==> src/rtl/spi_pkg.sv <==
// Shared types and helpers for the SPI responder: FSM state encoding,
// the default idle word, and the SCLK edge-selection helper.
package spi_pkg;

  // Frame state: IDLE while deselected, ACTIVE while chip select is low.
  typedef enum logic {
    IDLE   = 1'b0,
    ACTIVE = 1'b1
  } state_t;

  // Word returned when nothing is waiting in the TX holding register.
  localparam logic [7:0] TX_IDLE_DEFAULT = 8'hFF;

  // Returns the sample-edge strobe (want_sample=1) or the shift-edge strobe
  // (want_sample=0) for a given SPI mode. The sample edge is a rising SCLK
  // edge exactly when CPOL == CPHA (modes 0 and 3).
  function automatic logic pick_edge(input logic cpol,
                                     input logic cpha,
                                     input logic want_sample,
                                     input logic rise,
                                     input logic fall);
    logic sample_on_rise;
    sample_on_rise = (cpol == cpha);
    return (sample_on_rise == want_sample) ? rise : fall;
  endfunction

endpackage

==> src/rtl/spi_sync_edge.sv <==
// Two-flop synchroniser for one asynchronous SPI pin, followed by a
// history register that produces single-cycle rise/fall strobes.
// A pin change becomes a strobe that the next clock edge acts on, giving
// three clk cycles from pin to internal event.
module spi_sync_edge #(
  parameter logic RESET_VAL = 1'b0
) (
  input  logic clk,
  input  logic rst,
  input  logic i_pin,
  output logic o_level,
  output logic o_rise,
  output logic o_fall
);

  logic r_meta;
  logic r_sync;
  logic r_prev;

  // Synchronise the pin and keep one cycle of history for edge detection.
  // NOTE: sequential state uses non-blocking assignments so every flop sees
  // the values from before the clock edge; blocking here would collapse the
  // chain into a single stage.
  always_ff @(posedge clk or posedge rst) begin
    if (rst) begin
      r_meta <= RESET_VAL;
      r_sync <= RESET_VAL;
      r_prev <= RESET_VAL;
    end else begin
      r_meta <= i_pin;
      r_sync <= r_meta;
      r_prev <= r_sync;
    end
  end

  assign o_level = r_sync;
  assign o_rise  = r_sync & ~r_prev;
  assign o_fall  = ~r_sync & r_prev;

endmodule

==> src/rtl/spi_responder.sv <==
// SPI responder (slave) with oversampled pins and valid/ready word ports.
// Receives MOSI words into rx_data/rx_valid and returns words from a
// one-deep TX holding register on MISO, MSB first. DATA_W must be >= 2.
module spi_responder
  import spi_pkg::*;
#(
  parameter int                DATA_W  = 8,
  parameter logic              CPOL    = 1'b0,
  parameter logic              CPHA    = 1'b0,
  parameter logic [DATA_W-1:0] TX_IDLE = TX_IDLE_DEFAULT
) (
  input  logic              clk_clk,
  input  logic              reset_reset,
  input  logic              spi_SCLK,
  input  logic              spi_MOSI,
  input  logic              spi_CS,
  output logic              spi_MISO,
  output logic              spi_MISO_en,
  input  logic [DATA_W-1:0] tx_data,
  input  logic              tx_valid,
  output logic              tx_ready,
  output logic [DATA_W-1:0] rx_data,
  output logic              rx_valid,
  input  logic              rx_ready,
  output logic              rx_overrun,
  output logic              tx_underrun,
  output logic              frame_abort,
  output logic              busy
);

  localparam int CNT_W = $clog2(DATA_W + 1);

  // Synchronised pin views
  logic w_sclk_rise, w_sclk_fall, w_sclk_unused_level;
  logic w_mosi, w_mosi_unused_rise, w_mosi_unused_fall;
  logic w_cs_rise, w_cs_fall, w_cs_unused_level;

  // Registered state
  state_t              r_state;
  logic [CNT_W-1:0]    r_bit_cnt;
  logic                r_load_pend;
  logic [DATA_W-1:0]   r_rx_shift;
  logic [DATA_W-1:0]   r_tx_shift;
  logic [DATA_W-1:0]   r_hold;
  logic                r_hold_full;
  logic [DATA_W-1:0]   r_rx_data;
  logic                r_rx_valid;
  logic                r_rx_overrun;
  logic                r_tx_underrun;
  logic                r_frame_abort;
  logic                r_miso_en;
  logic                r_busy;

  // Decoded events
  logic              w_sample, w_shift;
  logic              w_active_sample, w_active_shift;
  logic              w_load_here, w_load, w_shift_only;
  logic              w_word_done, w_tx_fire;
  logic [DATA_W-1:0] w_rx_next;

  spi_sync_edge #(.RESET_VAL(CPOL)) u_sync_sclk (
    .clk     (clk_clk),
    .rst     (reset_reset),
    .i_pin   (spi_SCLK),
    .o_level (w_sclk_unused_level),
    .o_rise  (w_sclk_rise),
    .o_fall  (w_sclk_fall)
  );

  spi_sync_edge #(.RESET_VAL(1'b0)) u_sync_mosi (
    .clk     (clk_clk),
    .rst     (reset_reset),
    .i_pin   (spi_MOSI),
    .o_level (w_mosi),
    .o_rise  (w_mosi_unused_rise),
    .o_fall  (w_mosi_unused_fall)
  );

  // CS synchroniser resets to "selected" so a CS already low at reset
  // release produces no falling edge; a fresh high-then-low is required.
  spi_sync_edge #(.RESET_VAL(1'b0)) u_sync_cs (
    .clk     (clk_clk),
    .rst     (reset_reset),
    .i_pin   (spi_CS),
    .o_level (w_cs_unused_level),
    .o_rise  (w_cs_rise),
    .o_fall  (w_cs_fall)
  );

  assign w_sample = pick_edge(CPOL, CPHA, 1'b1, w_sclk_rise, w_sclk_fall);
  assign w_shift  = pick_edge(CPOL, CPHA, 1'b0, w_sclk_rise, w_sclk_fall);

  // CS rising wins over any SCLK edge seen in the same cycle.
  assign w_active_sample = (r_state == ACTIVE) && !w_cs_rise && w_sample;
  assign w_active_shift  = (r_state == ACTIVE) && !w_cs_rise && w_shift;

  // Mode 0/2 loads after the last sample of a word; mode 1/3 loads on the
  // first shift edge of each word (bit counter still at zero).
  assign w_load_here  = CPHA ? (r_bit_cnt == '0) : r_load_pend;
  assign w_load       = ((r_state == IDLE) && w_cs_fall && !CPHA) ||
                        (w_active_shift && w_load_here);
  assign w_shift_only = w_active_shift && !w_load_here;

  assign w_word_done = (r_bit_cnt == CNT_W'(DATA_W - 1));
  assign w_rx_next   = {r_rx_shift[DATA_W-2:0], w_mosi};
  assign w_tx_fire   = tx_valid && !r_hold_full;

  // Frame FSM plus RX/TX datapath, all outputs registered.
  always_ff @(posedge clk_clk or posedge reset_reset) begin
    if (reset_reset) begin
      r_state       <= IDLE;
      r_bit_cnt     <= '0;
      r_load_pend   <= 1'b0;
      r_rx_shift    <= '0;
      r_tx_shift    <= '0;
      r_hold        <= '0;
      r_hold_full   <= 1'b0;
      r_rx_data     <= '0;
      r_rx_valid    <= 1'b0;
      r_rx_overrun  <= 1'b0;
      r_tx_underrun <= 1'b0;
      r_frame_abort <= 1'b0;
      r_miso_en     <= 1'b0;
      r_busy        <= 1'b0;
    end else begin
      r_rx_overrun  <= 1'b0;
      r_tx_underrun <= 1'b0;
      r_frame_abort <= 1'b0;

      // Holding register fills only when empty and is freed only when
      // full, so fill and load never collide.
      if (w_tx_fire) begin
        r_hold      <= tx_data;
        r_hold_full <= 1'b1;
      end

      if (w_load) begin
        if (r_hold_full) begin
          r_tx_shift  <= r_hold;
          r_hold_full <= 1'b0;
        end else begin
          r_tx_shift    <= TX_IDLE;
          r_tx_underrun <= 1'b1;
        end
      end else if (w_shift_only) begin
        r_tx_shift <= {r_tx_shift[DATA_W-2:0], 1'b0};
      end

      // A completing word below overrides this clear.
      if (rx_ready) r_rx_valid <= 1'b0;

      case (r_state)
        IDLE: begin
          r_bit_cnt   <= '0;
          r_load_pend <= 1'b0;
          if (w_cs_fall) begin
            r_state   <= ACTIVE;
            r_miso_en <= 1'b1;
            r_busy    <= 1'b1;
          end
        end
        ACTIVE: begin
          if (w_cs_rise) begin
            r_state     <= IDLE;
            r_miso_en   <= 1'b0;
            r_busy      <= 1'b0;
            r_bit_cnt   <= '0;
            r_load_pend <= 1'b0;
            if (r_bit_cnt != '0) r_frame_abort <= 1'b1;
          end else begin
            if (w_active_sample) begin
              r_rx_shift <= w_rx_next;
              if (w_word_done) begin
                r_rx_data    <= w_rx_next;
                r_rx_valid   <= 1'b1;
                r_rx_overrun <= r_rx_valid && !rx_ready;
                r_bit_cnt    <= '0;
                r_load_pend  <= !CPHA;
              end else begin
                r_bit_cnt <= r_bit_cnt + CNT_W'(1);
              end
            end
            if (w_load) r_load_pend <= 1'b0;
          end
        end
        default: r_state <= IDLE;
      endcase
    end
  end

  assign spi_MISO    = r_miso_en & r_tx_shift[DATA_W-1];
  assign spi_MISO_en = r_miso_en;
  assign busy        = r_busy;
  assign tx_ready    = !r_hold_full;
  assign rx_data     = r_rx_data;
  assign rx_valid    = r_rx_valid;
  assign rx_overrun  = r_rx_overrun;
  assign tx_underrun = r_tx_underrun;
  assign frame_abort = r_frame_abort;

endmodule

==> config.mk <==
export PLATFORM = sky130hd
export DESIGN_NAME = spi_responder
export DESIGN_NICKNAME = d
export VERILOG_FILES = /design/src/rtl/spi_pkg.sv /design/src/rtl/spi_sync_edge.sv /design/src/rtl/spi_responder.sv
export SDC_FILE = /design/constraint.sdc
export NUM_CORES = 1
export LEC_CHECK = 0
export BUFFER_PORTS_ARGS = -buffer_cell sky130_fd_sc_hd__buf_2
export CORE_MARGIN = 2
export CORE_UTILIZATION = 40
export CTS_CLUSTER_DIAMETER = 150
export DETAILED_ROUTE_END_ITERATION = 12
export PLACE_DENSITY = 0.67
export SETUP_SLACK_MARGIN = 0.5
export SLEW_MARGIN = 10
export SYNTH_ARGS = -nofsm -noshare
export SYNTH_HDL_FRONTEND = slang
export SYNTH_SLANG_ARGS = --single-unit
==> constraint.sdc <==
create_clock -name clk_clk -period 2.09 [get_ports clk_clk]
set_clock_uncertainty 0.15 [all_clocks]
set_input_delay 0.209 -clock clk_clk [delete_from_list [all_inputs] [get_ports clk_clk]]
set_output_delay 0.209 -clock clk_clk [all_outputs]
set_load 0.02 [all_outputs]
==> key figures, run 1 <==
Power
  • Total power: 2.46 mW
  • P_sw: 671 uW
  • Clock network fraction of total power: 23.5%
  • Flop pwr share: 54.5%
  • Leakage: 1.36 nW
  • Pwr dens: 892 nW/um^2
  • Combinational power share: 22.0%
  • Switching portion of total power: 27.3%
  • Max IR drop VDD: 0.508 mV
  • Pint: 1.79 mW

Yosys
  • Synth Warn #: 0
  • Syn Area/Cell: 12.9 sq um
  • Synth cell count leaders: dfrtp_1 (51), mux2_2 (13), mux2_1 (10), nor2b_1 (9)
  • Distinct cell type count after synthesis: 37
  • Register area share after synthesis: 58.4%
  • Mapped Nets: 187
  • Mux contribution to synthesized area: 11.8%
  • Synth Area in XOR/XNOR: 0.400%
  • Primary FF master, synth: dfrtp_1
  • #FFs+latches synth: 51
  • Post-Synthesis Cells: 170
  • Main combinational cell family by area after synthesis: compound AO/OA/AOI/OAI gates
  • Post-Synth Simple-Gate Area: 12.3%
  • FFs w/ async S/R, synth: 100%
  • Cell with the most instances after synthesis: dfrtp_1
  • Adder-Cell Fraction of Synth Area: 1.14%
  • Area contributors post-synth: dfrtp_1 (58%), mux2_2 (6.7%), mux2_1 (5.1%)
  • Cell Area, Synth: 2190 sq um
  • Yosys top cell by area: dfrtp_1
  • Yosys top cell area share: 58.4%
  • Synth Area in Compound Gates: 12.3%
  • EDFF count, synth: 0

Timing
  • Setup violations, final: 0
  • Final worst slack: 0.470 ns
  • Setup TNS: 0 ns
  • Slew Limit Fails: 0
  • Final Hold Vio Count: 0
  • RSZ-0062 raised after global routing: true
  • Period Utilization, post-route: 77.5%
  • Slew headroom: 57.3%
  • Max Clk Rate: 0.617 GHz
  • Hold slack: 0.0144 ns
  • Min Tclk post-route: 1.62 ns
  • Slew @ Worst Pin: 0.641 ns

Worst setup path
  • CP max stage delay: 0.38 ns
  • Critical path startpoint: r_bit_cnt[0]$_DFFE_PP0P_
  • Crit path max-delay family: simple AND/OR/NAND/NOR gates
  • Crit path max fanout: 5
  • Crit path kind: flip-flop to flip-flop
  • Crit. End Element: flip-flop
  • Crit path depth: 4
  • Reg2Reg Depth: 4
  • Type of origin of the critical path: flip-flop
  • Critical path data required time: 2.12 ns
  • CP Cell Sequence: ha_2 > and3b_2 > nand4_4 > mux2_1
  • Slowest stage cell, crit path: dfrtp_1
  • Worst r2r src: r_bit_cnt[0]$_DFFE_PP0P_
  • Critical Path AT: 1.65 ns
  • Worst Path Buf+Inv: 0

Finish
  • Final #Nets: 242
  • Layout cells sized above 1: 38.5%
  • Area grow syn2layout: 25.9%
  • Non-filler cells, final: 296
  • Post-route cell area: 2750 sq um
  • Final core occ: 52.9%
  • Fillers: 479
  • Register area: 1280 sq um
  • Multi-input gate area: 882 sq um
  • ANT cells: 0

Global routing
  • Vias in the first global route: 1438
  • Pin count of the biggest net entering global routing: 52
  • Global-route wire length before repair: 6890 um
  • Initial antenna violation count: 0
  • Gr usage total: 14.3%
  • Total global routing overflow: 0

Clock network
  • Root buffer cell: clkbuf_8
  • Longest Clk Path Bufs: 2
  • H-tree depth: 2
  • Clock Pin Slew Worst Setup and Hold Paths: 0.09 ns
  • CTS tree: built
  • CTS sink cnt: 51
  • Clk_lat worst skew: 0.30 ns
  • CTS buffer count: 5

Floorplan
  • # IOs: 31
  • Row Count: 26
  • DIE WIDTH: 77.9 um
  • Die Y: 77.9 um
  • Core ar.: 5200 sq um
  • Initial Utilization: 42.0%
  • Die Footprint: 6080 sq um

Placed design
  • Placed Cells incl. Taps: 266
  • Place WS: 0.366 ns
  • Port Buffers: 30
  • Placed cell areas: 2410 sq um
  • Detailed Place HPWL: 2440 um
  • GPL Wtd Cong: 0.728

Hold path
  • Worst Hold Class: primary input to flip-flop
  • Min-delay src: rx_ready
  • WHS Path Cells: 3

Route
  • DR vias/cell: 5.01
  • Via count: 1482
  • First-pass DRT Iterations: 4
  • Residual DRC: 0
  • First DRT Iteration DRCs: 72
  • Routed wire length: 4000 um
  • Drt wl/cell: 13.5 um
  • Post-DRT Antenna Nets: 0

Outcome
  • Status: complete, no violations

Run
  • Max-cap violations: 0
-- cell type report --
cell class / instances / share of cell area [%]
sequential: 51 / 46.4
multi-input combinational: 105 / 32.0
timing repair buffer: 56 / 14.1
tap: 70 / 3.18
clock buffer: 7 / 3.13
inverter: 6 / 0.818
clock inverter: 1 / 0.318
-- cell families after synthesis --
logic type / Yosys count
AOI/OAI and AO/OA: 36
xor gates and xnor gates: 1
adders and majority gates: 2
buffers and inverters: 15
DFF: 51
muxes: 23
and+or+nand+nor: 42
-- power by group through the flow --
| stage | registers, mW | logic (mW) | clock network [mW] |
|---|---|---|---|
| finish | 1.34 | 0.541 | 0.577 |
| global route | 1.37 | 0.598 | 0.647 |
| CTS | 1.34 | 0.527 | 0.607 |
| detailed placement | 1.36 | 0.496 | 0 |
| global placement | 1.35 | 0.487 | 0 |
| floorplan | 1.30 | 0.432 | 0 |
-- worst min-delay path, stage by stage --
cell	delay, ns
buf_2	0.07
nand2b_1	0.11
nand2_1	0.05
-- placed cells by master, fill, tap and decap left out, types with 2 or more instances in the layout --
master,Yosys,routed
o21ai_0,5,5
inv_1,6,5
mux2_1,10,9
or2_2,6,6
buf_2,4,30
nor2_1,6,6
dfrtp_1,51,49
nand2_1,7,7
nor2b_1,9,7
dfrtp_2,0,2
a41o_1,7,7
mux2_2,13,13
dlygate4sd3_1,0,12
buf_4,1,13
o21ai_1,7,7
a21oi_1,5,4
clkbuf_8,0,6
a22o_1,7,7
nand2b_1,2,2
nor2b_2,0,2
-- state kept, by name, summed over array words and instances, names as in the netlist --
| signal | cells |
|---|---|
| r_rx_shift | 7 |
| u_sync_sclk.o_level | 1 |
| u_sync_cs.o_level | 1 |
| rx_valid | 1 |
| u_sync_sclk.r_prev | 1 |
| r_state | 1 |
| r_bit_cnt | 4 |
| rx_overrun | 1 |
| tx_underrun | 1 |
| u_sync_mosi.r_meta | 1 |
| r_load_pend | 1 |
| busy | 1 |
| frame_abort | 1 |
| r_hold_full | 1 |
| u_sync_cs.r_meta | 1 |
| u_sync_cs.r_prev | 1 |
| u_sync_mosi.o_level | 1 |
| rx_data | 8 |
| u_sync_sclk.r_meta | 1 |
| r_tx_shift | 8 |
| r_hold | 8 |
-- routing by layer --
layer	vias to the layer above	share of wire [%]	GRT usage (%)
met5	-	0	0
met4	0	1.0	5.09
met3	6	3.7	4.19
met2	27	50	22.9
met1	736	46	18.5
li1	713	-	-
-- final timing paths --
check | endpoint | slack (ns)
max reg2reg | rx_data[4]$_DFFE_PP0P_ | 0.47
min reg2reg | u_sync_cs.o_level$_DFF_PP0_ | 0.20
min | rx_valid$_DFF_PP0_ | 0.01
min in group asynchronous | r_hold[0]$_DFFE_PP0P_ | 0.47
max in group asynchronous | r_state$_DFF_PP0_ | 0.84
max | rx_data[4]$_DFFE_PP0P_ | 0.47
-- what timing repair did --
action,CTS,global route
gates cloned,1,0
hold buffers,12,0
pin swaps,2,1
buffers inserted,5,4
hold endpoints to repair,62,0
endpoints found under the setup margin,24,32
gates resized for setup,4,6
No activity file was read; power rests on OpenSTA's default activity.
==> run 2: changes to the inputs <==
Clock period 2.09 ns to 1.5 ns, I/O delays scaled along.
==> run 2 against run 1 <==
The flow now finishes with violations (hold timing, setup timing). Maximum frequency increased by 0.59%. Worst hold slack got worse by 0.33 ns. Via count increased by 6.9%. Global-route usage increased by 0.34 points. Total power increased by 73%. Largest cell class unchanged.
==> key figures, run 2 (synthesis gave the netlist of run 1 again) <==
Outcome
  • Status: complete, but fails checks
  • Failing checks: hold timing, setup timing

Worst setup path
  • Reg2Reg Setup Slack: -0.11 ns
  • Crit path kind: flip-flop to flip-flop
  • Worst r2r dst: r_bit_cnt[3]$_DFFE_PP0P_
  • CP Cell Sequence: ha_2 > and3b_2 > or4_1 > a21oi_1
  • Critical Path AT: 1.69 ns
  • Reg2Reg Depth: 4
  • CP max stage delay: 0.41 ns
  • Crit path max-delay family: simple AND/OR/NAND/NOR gates
  • Type of origin of the critical path: flip-flop
  • Worst Path Buf+Inv: 0
  • Critical path data required time: 1.58 ns
  • Crit path max fanout: 5
  • Worst r2r src: r_bit_cnt[1]$_DFFE_PP0P_
  • Crit. End Element: flip-flop
  • Slowest stage cell, crit path: dfrtp_1

Global routing
  • Total global routing overflow: 0
  • Vias in the first global route: 1523
  • Pin count of the biggest net entering global routing: 20
  • Global-route wire length before repair: 7080 um
  • Initial antenna violation count: 0
  • Gr usage total: 14.6%

Clock network
  • Clock Pin Slew Worst Setup and Hold Paths: 0.09 ns
  • CTS tree: built
  • Longest Clk Path Bufs: 2
  • CTS sink cnt: 51
  • Clk_lat worst skew: 0.30 ns
  • Root buffer cell: clkbuf_8
  • H-tree depth: 2
  • CTS buffer count: 5

Route
  • Post-DRT Antenna Nets: 0
  • Residual DRC: 0
  • First-pass DRT Iterations: 4
  • DR vias/cell: 4.87
  • Routed wire length: 4470 um
  • Drt wl/cell: 13.7 um
  • Via count: 1584
  • First DRT Iteration DRCs: 59

Placed design
  • GPL Wtd Cong: 0.755
  • Port Buffers: 30
  • Detailed Place HPWL: 2730 um
  • Place WS: -0.0913 ns

Floorplan
  • Core ar.: 5200 sq um
  • Initial Utilization: 42.0%
  • Die Footprint: 6080 sq um
  • DIE WIDTH: 77.9 um
  • # IOs: 31
  • Die Y: 77.9 um
  • Row Count: 26

Power
  • Max IR drop VDD: 1.07 mV
  • Pwr dens: 1270 nW/um^2
  • Leakage: 1.61 nW

Timing
  • Setup violations, final: 12
  • Setup TNS: -0.827 ns
  • Slew Limit Fails: 0
  • Max Clk Rate: 0.621 GHz
  • Period Utilization, post-route: 107%
  • Final worst slack: -0.111 ns
  • Slew headroom: 73.4%
  • Final Hold Vio Count: 32
  • Hold slack: -0.318 ns
  • Slew @ Worst Pin: 0.398 ns
  • Min Tclk post-route: 1.61 ns
  • RSZ-0062 raised after global routing: true

Finish
  • Area grow syn2layout: 53.5%
  • Commonest non-fill, non-tap cells in the layout: dfrtp_1 (47), buf_4 (29), buf_6 (26)
  • Final #Nets: 271
  • Commonest non-fill, non-tap cell in the layout: dfrtp_1
  • Fillers: 387
  • ANT cells: 0
  • Layout cells sized above 1: 58.0%

Hold path
  • Worst Hold Class: primary input to async pin

Run
  • Max-cap violations: 0
==> run 2: changes by cell type in the layout (fill, tap and decap cells not counted), moves of 4 or more <==
cell     before  now
buf_6         0   26
buf_4        13   29
mux2_4        1   17
buf_2        30   15
mux2_2       13    4
mux2_1        9    2
o21ai_2       0    7
nand2_1       7    3
o21ai_1       7    3
==> run 2: per-layer routing <==
metal	vias to the layer above	GRT usage [%]	part of all wire [%]
met4	0	4.74	1.3
met1	789	20.3	48
met3	6	2.67	2.2
met2	20	23.4	49
li1	769	-	-
met5	-	0	0
==> run 2: metrics by stage <==
| step | instance area (sq um) | utilization, % | total power, mW | std cells | hold slack [ns] |
|---|---|---|---|---|---|
| 2_1_floorplan | 2280 | - | 2.53 | 170 | 0.0314 |
| 3_3_place_gp | 2640 | 50.8 | 2.75 | 283 | 0.0164 |
| 3_5_place_dp | 2640 | 50.8 | 2.78 | 283 | 0.0176 |
| 4_1_cts | 3130 | 60.1 | 4.12 | 314 | -0.316 |
| 5_1_grt | 3360 | 64.5 | 4.49 | 325 | -0.302 |
| 6_report | 3360 | 64.5 | 4.25 | 325 | -0.318 |
==> run 2: how the worst max path moves through the flow <==
stage,start,cells past startpoint,end,slack [ns]
floorplan,r_bit_cnt[1]$_DFFE_PP0P_,4,r_bit_cnt[3]$_DFFE_PP0P_,-0.04
global placement,r_bit_cnt[1]$_DFFE_PP0P_,4,r_bit_cnt[3]$_DFFE_PP0P_,-0.03
detailed placement,r_bit_cnt[1]$_DFFE_PP0P_,4,rx_data[7]$_DFFE_PP0P_,-0.09
CTS,r_bit_cnt[1]$_DFFE_PP0P_,4,rx_data[7]$_DFFE_PP0P_,-0.1
global route,r_bit_cnt[1]$_DFFE_PP0P_,4,r_bit_cnt[3]$_DFFE_PP0P_,-0.14
finish,r_bit_cnt[1]$_DFFE_PP0P_,4,r_bit_cnt[3]$_DFFE_PP0P_,-0.11
==> run 2: report_power, final <==
part	switching (mW)	internal (mW)	leakage, nW
Clock	0.448	0.665	0.0644
Sequential	0.197	1.67	0.637
Combinational	0.470	0.805	0.910
==> run 2: what timing repair did <==
action                     4_1_cts  5_1_grt
setup buffers                   12        7
hold endpoints to repair        45       18
hold buffers                     9        3
pin swaps                        5        4
gates cloned                     2        1
setup endpoints to repair       59       59
resized for setup               51       34
==> run 2: area by class of cell <==
class,count,area [sq um],area share (%)
Clock inverter,3,67.6,2.01
Sequential cell,51,1280,38.2
Tap cell,70,87.6,2.61
Clock buffer,5,68.8,2.05
Multi-Input combinational cell,105,1050,31.4
Timing Repair Buffer,85,766,22.8
Inverter,6,31.3,0.932
